**config.mk**
```make
export PLATFORM = sky130hd
export DESIGN_NAME = result_encoder
export DESIGN_NICKNAME = d
export VERILOG_FILES = /design/src/rtl/result_encoder_pkg.sv /design/src/rtl/result_encoder_hex2ascii.sv /design/src/rtl/result_encoder.sv
export SDC_FILE = /design/constraint.sdc
export NUM_CORES = 1
export LEC_CHECK = 0
export BUFFER_PORTS_ARGS = -buffer_cell sky130_fd_sc_hd__buf_2
export CORE_UTILIZATION = 45
export CTS_CLUSTER_SIZE = 24
export DETAILED_ROUTE_END_ITERATION = 10
export GPL_ROUTABILITY_DRIVEN = 1
export PLACE_DENSITY = 0.69
export SYNTH_ARGS = -nofsm -noshare
export SYNTH_HDL_FRONTEND = slang
export SYNTH_SLANG_ARGS = --single-unit
export TNS_END_PERCENT = 20
```
**constraint.sdc**
```tcl
create_clock -name clk -period 3.2 [get_ports clk]
set_input_delay 0.64 -clock clk [delete_from_list [all_inputs] [get_ports clk]]
set_output_delay 0.64 -clock clk [all_outputs]
set_load 0.005 [all_outputs]
```
**src/rtl/result_encoder_pkg.sv**
```systemverilog
// Constants and state encoding shared by the calculator's result encoder and input parser.
package result_encoder_pkg;

  localparam logic [3:0] DTYPE_UNSIGNED = 4'h1;
  localparam logic [3:0] DTYPE_SIGNED   = 4'h2;

  localparam logic [7:0] ASCII_R     = 8'h52;
  localparam logic [7:0] ASCII_SP    = 8'h20;
  localparam logic [7:0] ASCII_MINUS = 8'h2D;
  localparam logic [7:0] ASCII_E     = 8'h45;
  localparam logic [7:0] ASCII_CR    = 8'h0D;
  localparam logic [7:0] ASCII_LF    = 8'h0A;
  localparam logic [7:0] ASCII_0     = 8'h30;
  localparam logic [7:0] ASCII_A     = 8'h61;

  typedef enum logic [2:0] {
    ST_IDLE,
    ST_HDR_R,
    ST_HDR_SP,
    ST_SIGN,
    ST_DIGIT,
    ST_ERRC,
    ST_CR,
    ST_LF
  } calc_state_e;

endpackage

```
**src/rtl/result_encoder_hex2ascii.sv**
```systemverilog
// Combinational nibble to lowercase ASCII hex digit.
module hex2ascii
  import result_encoder_pkg::*;
(
  input  logic [3:0] nibble,
  output logic [7:0] ascii
);

  always_comb begin
    if (nibble < 4'd10) ascii = ASCII_0 + {4'h0, nibble};
    else                ascii = ASCII_A + {4'h0, nibble - 4'd10};
  end

endmodule

```
**src/rtl/result_encoder.sv**
```systemverilog
// Formats one calculator result as an ASCII line and streams it over a valid/ready byte port.
//
// state     | meaning
// ----------+-----------------------------------------------
// ST_IDLE   | waiting for start, nothing offered
// ST_HDR_R  | offering 'R'
// ST_HDR_SP | offering ' '
// ST_SIGN   | offering '-' for a negative signed result
// ST_DIGIT  | offering hex digit cnt_q of the magnitude
// ST_ERRC   | offering 'E' instead of the result
// ST_CR     | offering carriage return
// ST_LF     | offering line feed, last byte of the frame
module result_encoder
  import result_encoder_pkg::*;
#(
  parameter int unsigned NIB = 8
) (
  input  logic              clk,
  input  logic              rst,
  input  logic              start,
  input  logic [4*NIB-1:0]  result,
  input  logic [3:0]        dtype,
  input  logic              err,
  output logic [7:0]        tx_data,
  output logic              tx_valid,
  input  logic              tx_ready,
  output logic              busy,
  output logic              done
);

  localparam int unsigned W  = 4 * NIB;
  localparam int unsigned CW = (NIB > 1) ? $clog2(NIB) : 1;
  localparam logic [CW-1:0] CNT_TOP = CW'(NIB - 1);

  calc_state_e   state_q, state_d;
  logic [CW-1:0] cnt_q, cnt_d;
  logic [W-1:0]  res_q, res_d;
  logic          err_q, err_d;
  logic          sgn_q, sgn_d;
  logic          done_q, done_d;

  logic          xfer;
  logic          neg;
  logic [W-1:0]  mag;
  logic [3:0]    nibble;
  logic [7:0]    digit_ascii;

  assign xfer = tx_valid && tx_ready;
  assign neg  = sgn_q && res_q[W-1];
  // Two's-complement negate; the most-negative value wraps to itself.
  assign mag  = neg ? (~res_q + 1'b1) : res_q;

  always_comb begin
    nibble = 4'h0;
    for (int i = 0; i < NIB; i++) begin
      if (cnt_q == CW'(i)) nibble = mag[4*i +: 4];
    end
  end

  hex2ascii u_hex2ascii (
    .nibble (nibble),
    .ascii  (digit_ascii)
  );

  always_ff @(posedge clk) begin
    if (rst) begin
      state_q <= ST_IDLE;
      cnt_q   <= '0;
      res_q   <= '0;
      err_q   <= 1'b0;
      sgn_q   <= 1'b0;
      done_q  <= 1'b0;
    end else begin
      state_q <= state_d;
      cnt_q   <= cnt_d;
      res_q   <= res_d;
      err_q   <= err_d;
      sgn_q   <= sgn_d;
      done_q  <= done_d;
    end
  end

  always_comb begin
    state_d = state_q;
    cnt_d   = cnt_q;
    res_d   = res_q;
    err_d   = err_q;
    sgn_d   = sgn_q;
    done_d  = 1'b0;
    case (state_q)
      ST_IDLE: begin
        if (start) begin
          state_d = ST_HDR_R;
          res_d   = result;
          err_d   = err;
          sgn_d   = (dtype == DTYPE_SIGNED);
        end
      end
      ST_HDR_R: if (xfer) state_d = ST_HDR_SP;
      ST_HDR_SP: begin
        if (xfer) begin
          if (err_q) begin
            state_d = ST_ERRC;
          end else if (neg) begin
            state_d = ST_SIGN;
          end else begin
            state_d = ST_DIGIT;
            cnt_d   = CNT_TOP;
          end
        end
      end
      ST_SIGN: begin
        if (xfer) begin
          state_d = ST_DIGIT;
          cnt_d   = CNT_TOP;
        end
      end
      ST_DIGIT: begin
        if (xfer) begin
          if (cnt_q == '0) state_d = ST_CR;
          else             cnt_d   = cnt_q - 1'b1;
        end
      end
      ST_ERRC: if (xfer) state_d = ST_CR;
      ST_CR:   if (xfer) state_d = ST_LF;
      ST_LF: begin
        if (xfer) begin
          state_d = ST_IDLE;
          done_d  = 1'b1;
        end
      end
      default: state_d = ST_IDLE;
    endcase
  end

  always_comb begin
    tx_data  = 8'h00;
    tx_valid = (state_q != ST_IDLE);
    busy     = (state_q != ST_IDLE);
    case (state_q)
      ST_HDR_R:  tx_data = ASCII_R;
      ST_HDR_SP: tx_data = ASCII_SP;
      ST_SIGN:   tx_data = ASCII_MINUS;
      ST_DIGIT:  tx_data = digit_ascii;
      ST_ERRC:   tx_data = ASCII_E;
      ST_CR:     tx_data = ASCII_CR;
      ST_LF:     tx_data = ASCII_LF;
      default:   tx_data = 8'h00;
    endcase
  end

  assign done = done_q;

endmodule

```
# Word level (Yosys, flattened, before mapping)
# Index checks and enable logic that the tools add are counted.
# Widths: inputs -> output; s select.
# word_totals
elab_cells	81
regBits	41
# classes
n_reduce_logical	10
eq_ne	27
order_cmp	1
bitwise_logic	2
muxes	30
n_addsub	5
# ops
operator	count
$pmux 8 s7	1
$mux 3	16
$add 32x1->32 const B	1
$mux 32	1
$mux 4	8
$not 32->32	1
$eq 3x3->1 const B	8
$ne 2x2->1 const B	12
$pmux 3 s8	1
$eq 3x2->1 const B	4
$pmux 3 s3	1
$reduce_and 9->1	1
$add 7x4->8 const A	1
$mux 8	1
$add 6x4->7 const A	1
$reduce_and 7->1	1
$eq 3x1->1 const B	2
$logic_not 3->1	2
$reduce_bool 3->1	2
$eq 4x2->1 const B	1
$lt 4x4->1 const B	1
$sub 4x4->4 const B	1
$sub 3x1->3 const B	1
$logic_and 1x1->1	2
4 further kinds	4

# Logic depth before layout (Yosys ltp)
# Gate-level depths: netlist (run 1).
# depth
ltp_word	15
mapped_depth	15
depth_no_buf	15

# Hierarchy
# A second synthesis (run 1) with hierarchy kept.
# hier_totals
cells_unflattened	449
area_unflattened_um2	3153.0
# modules_own_cells
mod	area_each_um2	cells_per_inst	instances
result_encoder	3014.1	427	1
hex2ascii	138.9	22	1

# Worst setup path after synthesis (run 1)
# OpenSTA, ideal clock, no wires.
# synth_path
kind	flip-flop to output port
start	register res_q[1]
end	output tx_data[4]
path_stages_with_launch	13
arrival_ns	2.913
setup_slack_ns	-0.353
path_buffers	0
cell_sequence	dfxtp_1 inv_1 ha_1 nor3b_1 and3_1 nand3_2 o41ai_2 xor2_1 o221a_2 ha_1 nand3b_1 a21o_1 a21oi_1
# synth_via
elab_chain_cells	15
elab_cells_between_ends	17
classes_between	4 x add/sub; 1 x order compare; 11 x mux; 1 x bitwise
# synth_rtl
element	line	source
start, declared	result_encoder.sv:37	logic [W-1:0] res_q, res_d;
start signal, assigned	result_encoder.sv:76	res_q <= res_d;
$not 32->32	result_encoder.sv:51	assign mag = neg ? (~res_q + 1'b1) : res_q;
$add 32x1->32	result_encoder.sv:51	
$mux 32 (*)	result_encoder.sv:51	
$mux 4 (7 in series)	result_encoder.sv:56	if (cnt_q == CW'(i)) nibble = mag[4*i +: 4];
$mux 4 (*)	result_encoder.sv:56	
$sub 4x4->4	result_encoder_hex2ascii.sv:11	else ascii = ASCII_A + {4'h0, nibble - 4'd10};
$add 7x4->8	result_encoder_hex2ascii.sv:11	
$mux 8 (*)	result_encoder_hex2ascii.sv:10	if (nibble < 4'd10) ascii = ASCII_0 + {4'h0, nibble};
$pmux 8 s7 (*)	result_encoder.sv:140	case (state_q)
end, declared	result_encoder.sv:24	output logic [7:0] tx_data,
# Mark *: on every way between the ends. The rest lies on a longest branch, timed or not.

# Worst setup path after layout (run 1)
# layout_path
start	register res_q[11]
end	output tx_data[2]
# layout_via
elab_chain_cells	12
elab_cells_between_ends	15
classes_between	4 x add/sub; 1 x order compare; 9 x mux; 1 x bitwise
# layout_rtl
element	line
$not 32->32	result_encoder.sv:51
$add 32x1->32	result_encoder.sv:51
$mux 32 (*)	result_encoder.sv:51
$mux 4 (4 in series)	result_encoder.sv:56
$mux 4 (*)	result_encoder.sv:56
$sub 4x4->4 / $mux 4 (equally long branches)	result_encoder_hex2ascii.sv:11, result_encoder.sv:56
$add 7x4->8 / $lt 4x4->1 (equally long branches)	result_encoder_hex2ascii.sv:11, result_encoder_hex2ascii.sv:10
$mux 8 (*)	result_encoder_hex2ascii.sv:10
$pmux 8 s7 (*)	result_encoder.sv:140
# Marks and branches as above.

==> metrics.md, run 1 <==
| Metric | Value |
|---|---|
| Hold path start | `res_q[16]` |
| Slew @ Worst Pin | `754.3 ps` |
| Final worst-path setup slack | `-666.8 ps` |
| Total placed cells including tap cells | `588` |
| Netlist cell types | `67` |
| Worst-case clock buffer depth | `2` |
| Number of synthesized flops with an enable pin | `0` |
| Clk slew on worst S/H paths | `80 ps` |
| Die width | `83.61 um` |
| Synth Flop Type | `dfxtp_1` |
| Row count | `29` |
| Number of diodes | `0` |
| Setup violators final | `6` |
| DR vias/cell | `5.513` |
| Worst path slowest cell | `or4_4` |
| MaxCap Viol Count | `0` |
| Synth Register Bits | `41` |
| Detail Placement HPWL | `6.142 mm` |
| Critical Path RT | `2560 ps` |
| Detailed Route WL | `8.104 mm` |
| Core Area | `6386 um^2` |
| Count leader, synth | `nand2_1` |
| Crit path depth | `12` |
| Largest net degree at the start of global routing | `42` |
| F_max | `0.2586 GHz` |
| Worst Hold Class | `flop to flop` |
| Cells after Synth | `409` |
| Worst vdd ir | `0.3730 mV` |
| Setup Skew | `4.917 ps` |
| FF-to-FF End | `cnt_q[2]` |
| Post-Layout Cell Count | `598` |
| Critical R2R Launch | `cnt_q[0]` |
| Hold path endpoint | `res_q[16]` |
| Min Hold Slack | `490.9 ps` |
| Commonest cells post-synth | `nand2_1 (89), a21oi_1 (49), dfxtp_1 (41)` |
| I/O Buffers | `50` |
| Area leader, netlist | `dfxtp_1` |
| Vias | `3297` |
| Initial antenna violation count | `0` |
| Syn avg cell area | `7.327 um^2` |
| Placed Area | `3851 um^2` |
| I/O Pins | `52` |
| Comb power frac | `59.6%` |
| Pleak | `0.001736 uW` |
| Die height | `83.61 um` |
| Ys async rst share | `0%` |
| H-tree depth | `2` |
| Num CTS Buffers | `5` |
| Hold Path Cell Cnt | `2` |
| Final Util | `62.79%` |
| Minimum clock period | `3867 ps` |
| Seq pwr share | `25.2%` |
| Initial core utilization | `46.92%` |
| P_sw | `1192 uW` |
| Root buffer cell | `clkbuf_8` |
| Crit end category | `output port` |
| Nets | `569` |
| GRT Util Overall | `23.94%` |
| Slowest stage delay, CP | `540 ps` |
| RD Place Congestion | `0.8820` |
| Seq/Total Area, Yosys | `27.39%` |
| Full die area | `6990 um^2` |
| Antenna viol nets, final | `0` |
| DRC viols | `0` |
| Fin Setup TNS | `-3402 ps` |
| CTS tree | `yes` |
| Share of layout cells above drive strength 1 | `31.09%` |
| Syn Nets | `458` |
| Max_slew headroom | `49.71%` |
| Critical path arrival | `3230 ps` |
| Power share of the clock group | `15.2%` |
| Area contributors post-synth | `dfxtp_1 (27%), nand2_1 (11%), a21oi_1 (8.2%), xor2_1 (4.7%), ha_1 (3.3%)` |
| Power Internal | `1694 uW` |
| Flop2flop setup slack | `1300 ps` |
| Yosys warns | `0` |
| Pwr per Cell Area | `719.8 nW/um^2` |
| Reg2Reg Depth | `9` |
| P&R area growth vs syn | `33.82%` |
| GRT overflow | `0` |
| First-pass DRT Iterations | `4` |
| Final hold viol count | `0` |
| Sink Count | `41` |
| Most frequent CP cell | `xor2_1` |
| Crit-path max FO | `4` |
| Final Cell Area | `4010 um^2` |
| Unrepaired setup endpoints after global routing | `true` |
| DRT iter0 DRCs | `188` |
| Fill cells | `597` |
| Setup CP Type | `flop to output port` |
| Buffers and inverters on the worst path | `1` |
| WL/cell | `13.55 um` |
| Vias in the first global route | `3277` |
| Mapped cell area | `2997 um^2` |
| Failing checks | `negative setup slack` |
| Cell Chain, Critical Path | `or4_4 -> or3_4 -> o41ai_4 -> xor2_1 -> a32oi_1 -> nand3_2 -> ha_4 -> xor2_1 -> mux2i_1 -> nand2_1 -> a21oi_1 -> buf_2` |
| Largest delay contributor family on the critical path | `simple AND/OR/NAND/NOR gates` |
| Status | `finished with violations` |
| Slew Limit Fails | `0` |
| Period utilization | `120.8%` |
| Global-route wire length before repair | `14.08 mm` |
| Synth top area share | `27.39%` |
| Skew-Pair Late Insertion Delay | `300 ps` |
| Startpoint types | `flop` |
| Sw Share | `41.31%` |
-- area by class of cell --
class,instances,area (um^2),share of cell area (%)
Inverter,9,33.78,0.8424
Sequential cell,41,820.8,20.47
Timing Repair Buffer,129,843.3,21.03
Clock inverter,1,30.03,0.7488
Clock buffer,7,86.33,2.153
Tap cell,77,96.34,2.402
Multi-Input combinational cell,334,2100,52.36
-- what timing repair did --
item	4_1_cts	5_1_grt
pin swaps	7	4
gates cloned	0	0
hold buffers	0	0
setup endpoints to repair	6	6
gates resized for setup	2	2
setup buffers	1	1
-- flip-flops by register name, summed over array words and instances (netlist names) --
name and count:
cnt_q 3, done 1, err_q 1, res_q 32, sgn_q 1, state_q 3
-- power by group through the flow --
stage / clock network (uW) / registers, uW / logic, uW
2_1_floorplan: 0 / 733 / 1010
3_3_place_gp: 0 / 731 / 1630
3_5_place_dp: 0 / 735 / 1660
4_1_cts: 448 / 724 / 1700
5_1_grt: 470 / 745 / 1900
6_report: 439 / 728 / 1720
-- placed cells by master (no fill, tap or decap), types with 3 or more instances in the layout --
cell | Yosys | layout
nand2_1 | 89 | 89
buf_4 | 2 | 79
buf_2 | 0 | 50
a21oi_1 | 49 | 48
dfxtp_1 | 41 | 41
nor2_1 | 25 | 25
xor2_1 | 16 | 16
nand3_1 | 11 | 11
o21ai_0 | 11 | 11
nand2b_1 | 10 | 10
inv_1 | 9 | 9
o31ai_1 | 9 | 8
xnor2_1 | 8 | 8
nor3_1 | 7 | 7
a31oi_1 | 6 | 6
ha_1 | 8 | 6
clkbuf_8 | 0 | 6
mux2i_1 | 5 | 5
nor2b_1 | 4 | 4
or3_1 | 4 | 4
or4_4 | 3 | 3
and2_1 | 3 | 3
o211ai_1 | 3 | 3
and3_1 | 3 | 3
a221oi_1 | 3 | 3
a41oi_1 | 3 | 3
nand4_1 | 3 | 3
-- worst max path at each step --
stage	from	end	slack [ps]
finish	res_q[11]	tx_data[2]	-670
detailed placement	res_q[13]	tx_data[4]	-340
global route	res_q[11]	tx_data[2]	-850
floorplan	res_q[20]	tx_data[4]	-180
CTS	res_q[11]	tx_data[2]	-690
global placement	res_q[13]	tx_data[4]	-290
-- metrics by stage --
| step | total power, uW | setup slack (ps) |
|---|---|---|
| after floorplan | 1741 | -175.5 |
| after global placement | 2360 | -291.2 |
| after detailed placement | 2396 | -342.3 |
| after CTS | 2868 | -687.4 |
| after global routing | 3112 | -852.7 |
| final | 2886 | -666.8 |
-- worst min-delay path, stage by stage, from the launching register on --
cell and delay (ps):
dfxtp_1 340, nand2_1 60, a21oi_1 50
-- metal layers --
metal  global-route usage [%]  wire length, um  vias up  part of all wire, %
li1                         -                -     1673                    -
met1                    29.93             3763     1528                   46
met2                    41.61             3890       75                   48
met3                    3.363              264       21                  3.3
met4                    8.937              186        0                  2.3
met5                        0                0        -                    0
-- cells by family (layout without fill, tap and decap cells) --
family,after synthesis,in the layout,synth area share (%)
multiplexers,6,6,2.046
XOR/XNOR,24,24,7.015
adder cells (fa/ha/maj),8,8,3.340
AND/OR/NAND/NOR,180,180,29.98
other,1,1,0.1251
buffers and inverters,34,146,4.509
flip-flops,41,41,27.39
AO/OA/AOI/OAI,115,115,25.60
(Power assumes the default switching activity.)
==> inputs of run 2 (changes only) <==
Settings changed: CORE_ASPECT_RATIO set to 0.75, SKIP_LAST_GASP set to 1.
==> metrics.md, run 2 (synthesis gave the netlist of run 1 again) <==
| Metric | Value |
|---|---|
| Number of flip-flops in the largest register | `32 (unchanged)` |
| Final hold viol count | `0 (unchanged)` |
| DR vias/cell | `5.436 (was 5.513)` |
| Unrepaired setup endpoints after global routing | `true (unchanged)` |
| I/O Buffers | `50 (unchanged)` |
| Commonest non-fill, non-tap cell in the layout | `nand2_1 (unchanged)` |
| Max_slew headroom | `49.72% (was 49.71%)` |
| Slew @ Worst Pin | `754.2 ps (was 754.3 ps)` |
| Pleak | `0.001715 uW (was 0.001736 uW)` |
| Sequential cell area | `820.8 um^2 (unchanged)` |
| GRT Util Overall | `25.07% (was 23.94%)` |
| Placed Area | `3861 um^2 (was 3851 um^2)` |
| Setup violators final | `6 (unchanged)` |
| DRC viols | `0 (unchanged)` |
| H-tree depth | `2 (unchanged)` |
| Sink Count | `41 (unchanged)` |
| Min Hold Slack | `483.9 ps (was 490.9 ps)` |
| Combined area of the multi-input logic cells | `2087 um^2 (was 2100 um^2)` |
| Row count | `25 (was 29)` |
| WL/cell | `13.42 um (was 13.55 um)` |
| Total placed cells including tap cells | `591 (was 588)` |
| Detailed Route WL | `8.036 mm (was 8.104 mm)` |
| Vias | `3256 (was 3297)` |
| Worst vdd ir | `0.3601 mV (was 0.3730 mV)` |
| Period utilization | `123.2% (was 120.8%)` |
| Initial core utilization | `46.96% (was 46.92%)` |
| Core Area | `6381 um^2 (was 6386 um^2)` |
| GRT overflow | `0 (unchanged)` |
| Startpoint types | `flop (unchanged)` |
| Commonest non-fill, non-tap cells in the layout | `nand2_1 (89), buf_4 (75), buf_2 (50), a21oi_1 (48), dfxtp_1 (41) (was nand2_1 (89), buf_4 (79), buf_2 (50), a21oi_1 (48), dfxtp_1 (41))` |
| Pwr per Cell Area | `718.9 nW/um^2 (was 719.8 nW/um^2)` |
| RD Place Congestion | `0.9021 (was 0.8820)` |
| Minimum clock period | `3944 ps (was 3867 ps)` |
| Antenna viol nets, final | `0 (unchanged)` |
| DRT iter0 DRCs | `167 (was 188)` |
| Detail Placement HPWL | `6.149 mm (was 6.142 mm)` |
| CTS tree | `yes (unchanged)` |
| MaxCap Viol Count | `0 (unchanged)` |
| Final worst-path setup slack | `-743.8 ps (was -666.8 ps)` |
| Die height | `72.67 um (was 83.61 um)` |
| First-pass DRT Iterations | `6 (was 4)` |
| Die width | `96.23 um (was 83.61 um)` |
| F_max | `0.2536 GHz (was 0.2586 GHz)` |
| Post-Layout Cell Count | `599 (was 598)` |
| Worst-case clock buffer depth | `2 (unchanged)` |
| Top Registers | `res_q: 32 flops, cnt_q: 3 flops, state_q: 3 flops (unchanged)` |
| Full die area | `6993 um^2 (was 6990 um^2)` |
| Setup Skew | `4.240 ps (was 4.917 ps)` |
| I/O Pins | `52 (unchanged)` |
| Nets | `566 (was 569)` |
| P&R area growth vs syn | `33.36% (was 33.82%)` |
| Status | `finished with violations (unchanged)` |
| Share of layout cells above drive strength 1 | `30.69% (was 31.09%)` |
| Failing checks | `negative setup slack (unchanged)` |
| Skew-Pair Late Insertion Delay | `300 ps (about the same)` |
| Critical Path RT | `2560 ps (about the same)` |
| Largest reg by FF count | `res_q (unchanged)` |
| Vias in the first global route | `2948 (was 3277)` |
| Largest net degree at the start of global routing | `42 (unchanged)` |
| Final Cell Area | `3996 um^2 (was 4010 um^2)` |
| Global-route wire length before repair | `13.72 mm (was 14.08 mm)` |
| Worst Hold Class | `flop to flop (unchanged)` |
| Crit-path max FO | `4 (unchanged)` |
| Setup CP Type | `flop to output port (unchanged)` |
| Clk slew on worst S/H paths | `90 ps (was 80 ps)` |
| Postcts setup bufs | `0 (was 1)` |
| Num CTS Buffers | `5 (unchanged)` |
| Number of diodes | `0 (unchanged)` |
| Initial antenna violation count | `0 (unchanged)` |
| Crit end category | `output port (unchanged)` |
| Fill cells | `586 (was 597)` |
| Slew Limit Fails | `0 (unchanged)` |
| Critical path arrival | `3300 ps (was 3230 ps)` |
| Root buffer cell | `clkbuf_8 (unchanged)` |
| Cts hold-fix bufs | `0 (unchanged)` |
-- run 2: cell types whose count changed in the layout (fill, tap and decap cells not counted), sizes merged --
cell      change
clkbuf        -1
clkinvlp      +1
buf           -3
-- run 2: stage by stage --
stage	setup TNS (ps)	setup slack, ps	util (%)	total power (uW)
floorplan	-389.7	-175.5	-	1741
global placement	-1216	-311.3	60.51	2363
detailed placement	-1718	-433.0	60.51	2414
CTS	-3704	-758.9	62.63	2885
global route	-4771	-944.9	62.63	3125
finish	-3650	-743.8	62.63	2873
-- run 2: power breakdown --
part	internal (uW)	switching (uW)	total, uW	leakage, uW
registers	616	125	741	0.000336
clock network	254	196	450	0.0000574
logic	806	876	1680	0.00132
-- run 2: layout make-up --
cell class,count,area share (%)
multi-input cells,334,52.22
inverters,9,0.8453
clock inverters,2,0.9393
clock buffers,6,2.066
flip-flops and latches,41,20.54
well taps,81,2.536
repair buffers,126,20.85
-- run 2: path summary, 6_finish.rpt --
check | start | end | slack, ps | cells past startpoint
setup reg to reg | res_q[31] | cnt_q[2] | 1240 | 10
hold reg to reg | res_q[0] | res_q[0] | 480 | 2
hold / removal | res_q[0] | res_q[0] | 480 | 2
setup / recovery | res_q[13] | tx_data[2] | -740 | 12
-- run 2: worst max-delay path, stage by stage (launching register included) --
cell and delay (ps):
dfxtp_1 320, or4_4 570, or3_4 390, nor4_4 320
mux2i_1 130, a211oi_2 170, nand3_2 170, ha_4 270
xor2_1 140, mux2i_1 150, nand2_1 80, a21oi_1 150
buf_2 130
-- run 2: repair_timing --
action	4_1_cts	5_1_grt
gates resized for setup	2	0
setup endpoints to repair	6	6
pin swaps	2	0
-- run 2: routing by layer --
layer / vias to the layer above / track usage (%) / wire (um)
li1: 1672 / - / -
met1: 1486 / 36.83 / 4099
met2: 89 / 37.67 / 3435
met3: 9 / 4.167 / 430
met4: 0 / 6.633 / 70
met5: - / 0 / 0
==> inputs of run 3 (changes only) <==
Settings changed: CORE_MARGIN set to 2.
==> metrics.md, run 3 (synthesis gave the netlist of run 1 again) <==
| Metric | Value |
|---|---|
| Status | `finished with violations (unchanged)` |
| Failing checks | `negative setup slack (unchanged)` |
| Final worst-path setup slack | `-715.9 ps (was -743.8 ps)` |
| Row count | `25 (unchanged)` |
| Hold Path Cell Cnt | `2 (unchanged)` |
| DRC viols | `0 (unchanged)` |
| Worst Hold Class | `flop to flop (unchanged)` |
| Global-route wire length before repair | `14.18 mm (was 13.72 mm)` |
| Share of layout cells above drive strength 1 | `30.77% (was 30.69%)` |
| Cell Chain, Critical Path | `or4_4 -> or4_1 -> or3_1 -> nand4_1 -> o221ai_1 -> o221a_2 -> ha_4 -> xor2_1 -> mux2i_1 -> nand2_1 -> a21oi_1 -> buf_2 (was or4_4 -> or3_4 -> nor4_4 -> mux2i_1 -> a211oi_2 -> nand3_2 -> ha_4 -> xor2_1 -> mux2i_1 -> nand2_1 -> a21oi_1 -> buf_2)` |
| I/O Pins | `52 (unchanged)` |
| Commonest non-fill, non-tap cell in the layout | `nand2_1 (unchanged)` |
| Slew @ Worst Pin | `763.9 ps (was 754.2 ps)` |
| MaxCap Viol Count | `0 (unchanged)` |
| WL/cell | `14.03 um (was 13.42 um)` |
| Largest delay contributor family on the critical path | `simple AND/OR/NAND/NOR gates (unchanged)` |
| Initial antenna violation count | `0 (unchanged)` |
| Num CTS Buffers | `5 (unchanged)` |
| Vias | `3307 (was 3256)` |
| Nets | `568 (was 566)` |
| Worst-case clock buffer depth | `2 (unchanged)` |
| Setup violators final | `6 (unchanged)` |
| Antenna viol nets, final | `0 (unchanged)` |
| Buffers and inverters on the worst path | `1 (unchanged)` |
| GRT overflow | `0 (unchanged)` |
| Crit-path max FO | `4 (unchanged)` |
| Total placed cells including tap cells | `593 (was 591)` |
| I/O Buffers | `50 (unchanged)` |
| Largest reg by FF count | `res_q (unchanged)` |
| Critical Path RT | `2560 ps (about the same)` |
| Max_slew headroom | `49.07% (was 49.72%)` |
| Top Registers | `res_q: 32 flops, cnt_q: 3 flops, state_q: 3 flops (unchanged)` |
| Unrepaired setup endpoints after global routing | `true (unchanged)` |
| Core Area | `6381 um^2 (unchanged)` |
| Crit path depth | `12 (unchanged)` |
| Detail Placement HPWL | `6.335 mm (was 6.149 mm)` |
| DR vias/cell | `5.502 (was 5.436)` |
| Root buffer cell | `clkbuf_8 (unchanged)` |
| Detailed Route WL | `8.431 mm (was 8.036 mm)` |
| Skew-Pair Late Insertion Delay | `300 ps (about the same)` |
| Die height | `74.67 um (was 72.67 um)` |
| Pleak | `0.001740 uW (was 0.001715 uW)` |
| H-tree depth | `2 (unchanged)` |
| Commonest non-fill, non-tap cells in the layout | `nand2_1 (89), buf_4 (78), buf_2 (50), a21oi_1 (48), dfxtp_1 (41) (was nand2_1 (89), buf_4 (75), buf_2 (50), a21oi_1 (48), dfxtp_1 (41))` |
| Full die area | `7334 um^2 (was 6993 um^2)` |
| Pwr per Cell Area | `736.7 nW/um^2 (was 718.9 nW/um^2)` |
| Minimum clock period | `3916 ps (was 3944 ps)` |
| Power, Total | `2958 uW (was 2873 uW)` |
| Critical path arrival | `3280 ps (was 3300 ps)` |
| Setup Skew | `7.208 ps (was 4.240 ps)` |
| Slowest stage delay, CP | `570 ps (about the same)` |
| Setup CP Type | `flop to output port (unchanged)` |
| Worst path slowest cell | `or4_4 (unchanged)` |
| Slew Limit Fails | `0 (unchanged)` |
| Largest net degree at the start of global routing | `42 (unchanged)` |
| Initial core utilization | `46.96% (unchanged)` |
| DRT iter0 DRCs | `234 (was 167)` |
| Fin Setup TNS | `-3664 ps (was -3650 ps)` |
| Period utilization | `122.4% (was 123.2%)` |
| First-pass DRT Iterations | `6 (unchanged)` |
| F_max | `0.2554 GHz (was 0.2536 GHz)` |
| GRT Util Overall | `23.58% (was 25.07%)` |
| Number of flip-flops in the largest register | `32 (unchanged)` |
| P&R area growth vs syn | `33.99% (was 33.36%)` |
| Final hold viol count | `0 (unchanged)` |
| Die width | `98.23 um (was 96.23 um)` |
| Pre-CTS setup slack | `-348.0 ps (was -433.0 ps)` |
| CTS tree | `yes (unchanged)` |
| Vias in the first global route | `2986 (was 2948)` |
| RD Place Congestion | `0.9069 (was 0.9021)` |
| Startpoint types | `flop (unchanged)` |
| Post-Layout Cell Count | `601 (was 599)` |
| Worst vdd ir | `0.3453 mV (was 0.3601 mV)` |
| Reg2Reg Depth | `10 (unchanged)` |
| Clk slew on worst S/H paths | `80 ps (was 90 ps)` |
| Number of diodes | `0 (unchanged)` |
| Crit end category | `output port (unchanged)` |
| Sink Count | `41 (unchanged)` |
run 3: through the flow:
stage	area (um^2)	hold WS, ps	util (%)
2_1_floorplan	3028	450.0	-
5_1_grt	4015	523.1	62.92
3_5_place_dp	3864	471.9	60.55
3_3_place_gp	3864	465.3	60.55
6_report	4015	479.6	62.92
4_1_cts	4009	484.5	62.82
run 3: worst register-to-register path, stage by stage, from the launching register on:
cell and delay, ps:
dfxtp_1 410, and2_1 310, buf_4 330, nor2_1 70, nor2_1 100, o22ai_1 70, and2_0 250, o21ai_0 130
nor2_1 60, a21oi_1 110, nor2_1 50
run 3: power by group:
part           internal [uW]  total, uW  switching (uW)
clock                    310        505             195
combinational            820       1710             893
sequential               616        740             124
run 3: final timing paths:
kind / start / end / slack [ps]
max: res_q[13] / tx_data[2] / -720
min: res_q[0] / res_q[0] / 480
max reg2reg: res_q[31] / cnt_q[2] / 1180
min reg2reg: res_q[0] / res_q[0] / 480
run 3: timing repair:
item | in CTS | in global routing
pin swaps | 2 | 0
hold buffers | 0 | 0
setup endpoints to repair | 6 | 6
buffers inserted | 0 | 0
cloned | 0 | 0
resized for setup | 1 | 1
run 3: routing by layer:
layer	up-vias	track usage, %	routed length [um]
li1	1674	-	-
met4	0	5.784	78
met3	11	3.528	471
met1	1520	33.75	4199
met2	102	38.13	3681
met5	-	0	0
run 3: area by class of cell:
| class | count | area, um^2 |
|---|---|---|
| Multi-Input combinational cell | 334 | 2090 |
| Timing Repair Buffer | 128 | 835.8 |
| Inverter | 9 | 33.78 |
| Tap cell | 81 | 101.3 |
| Clock buffer | 5 | 68.82 |
| Clock inverter | 3 | 65.06 |
| Fill cell | 592 | 2366 |
| Sequential cell | 41 | 820.8 |
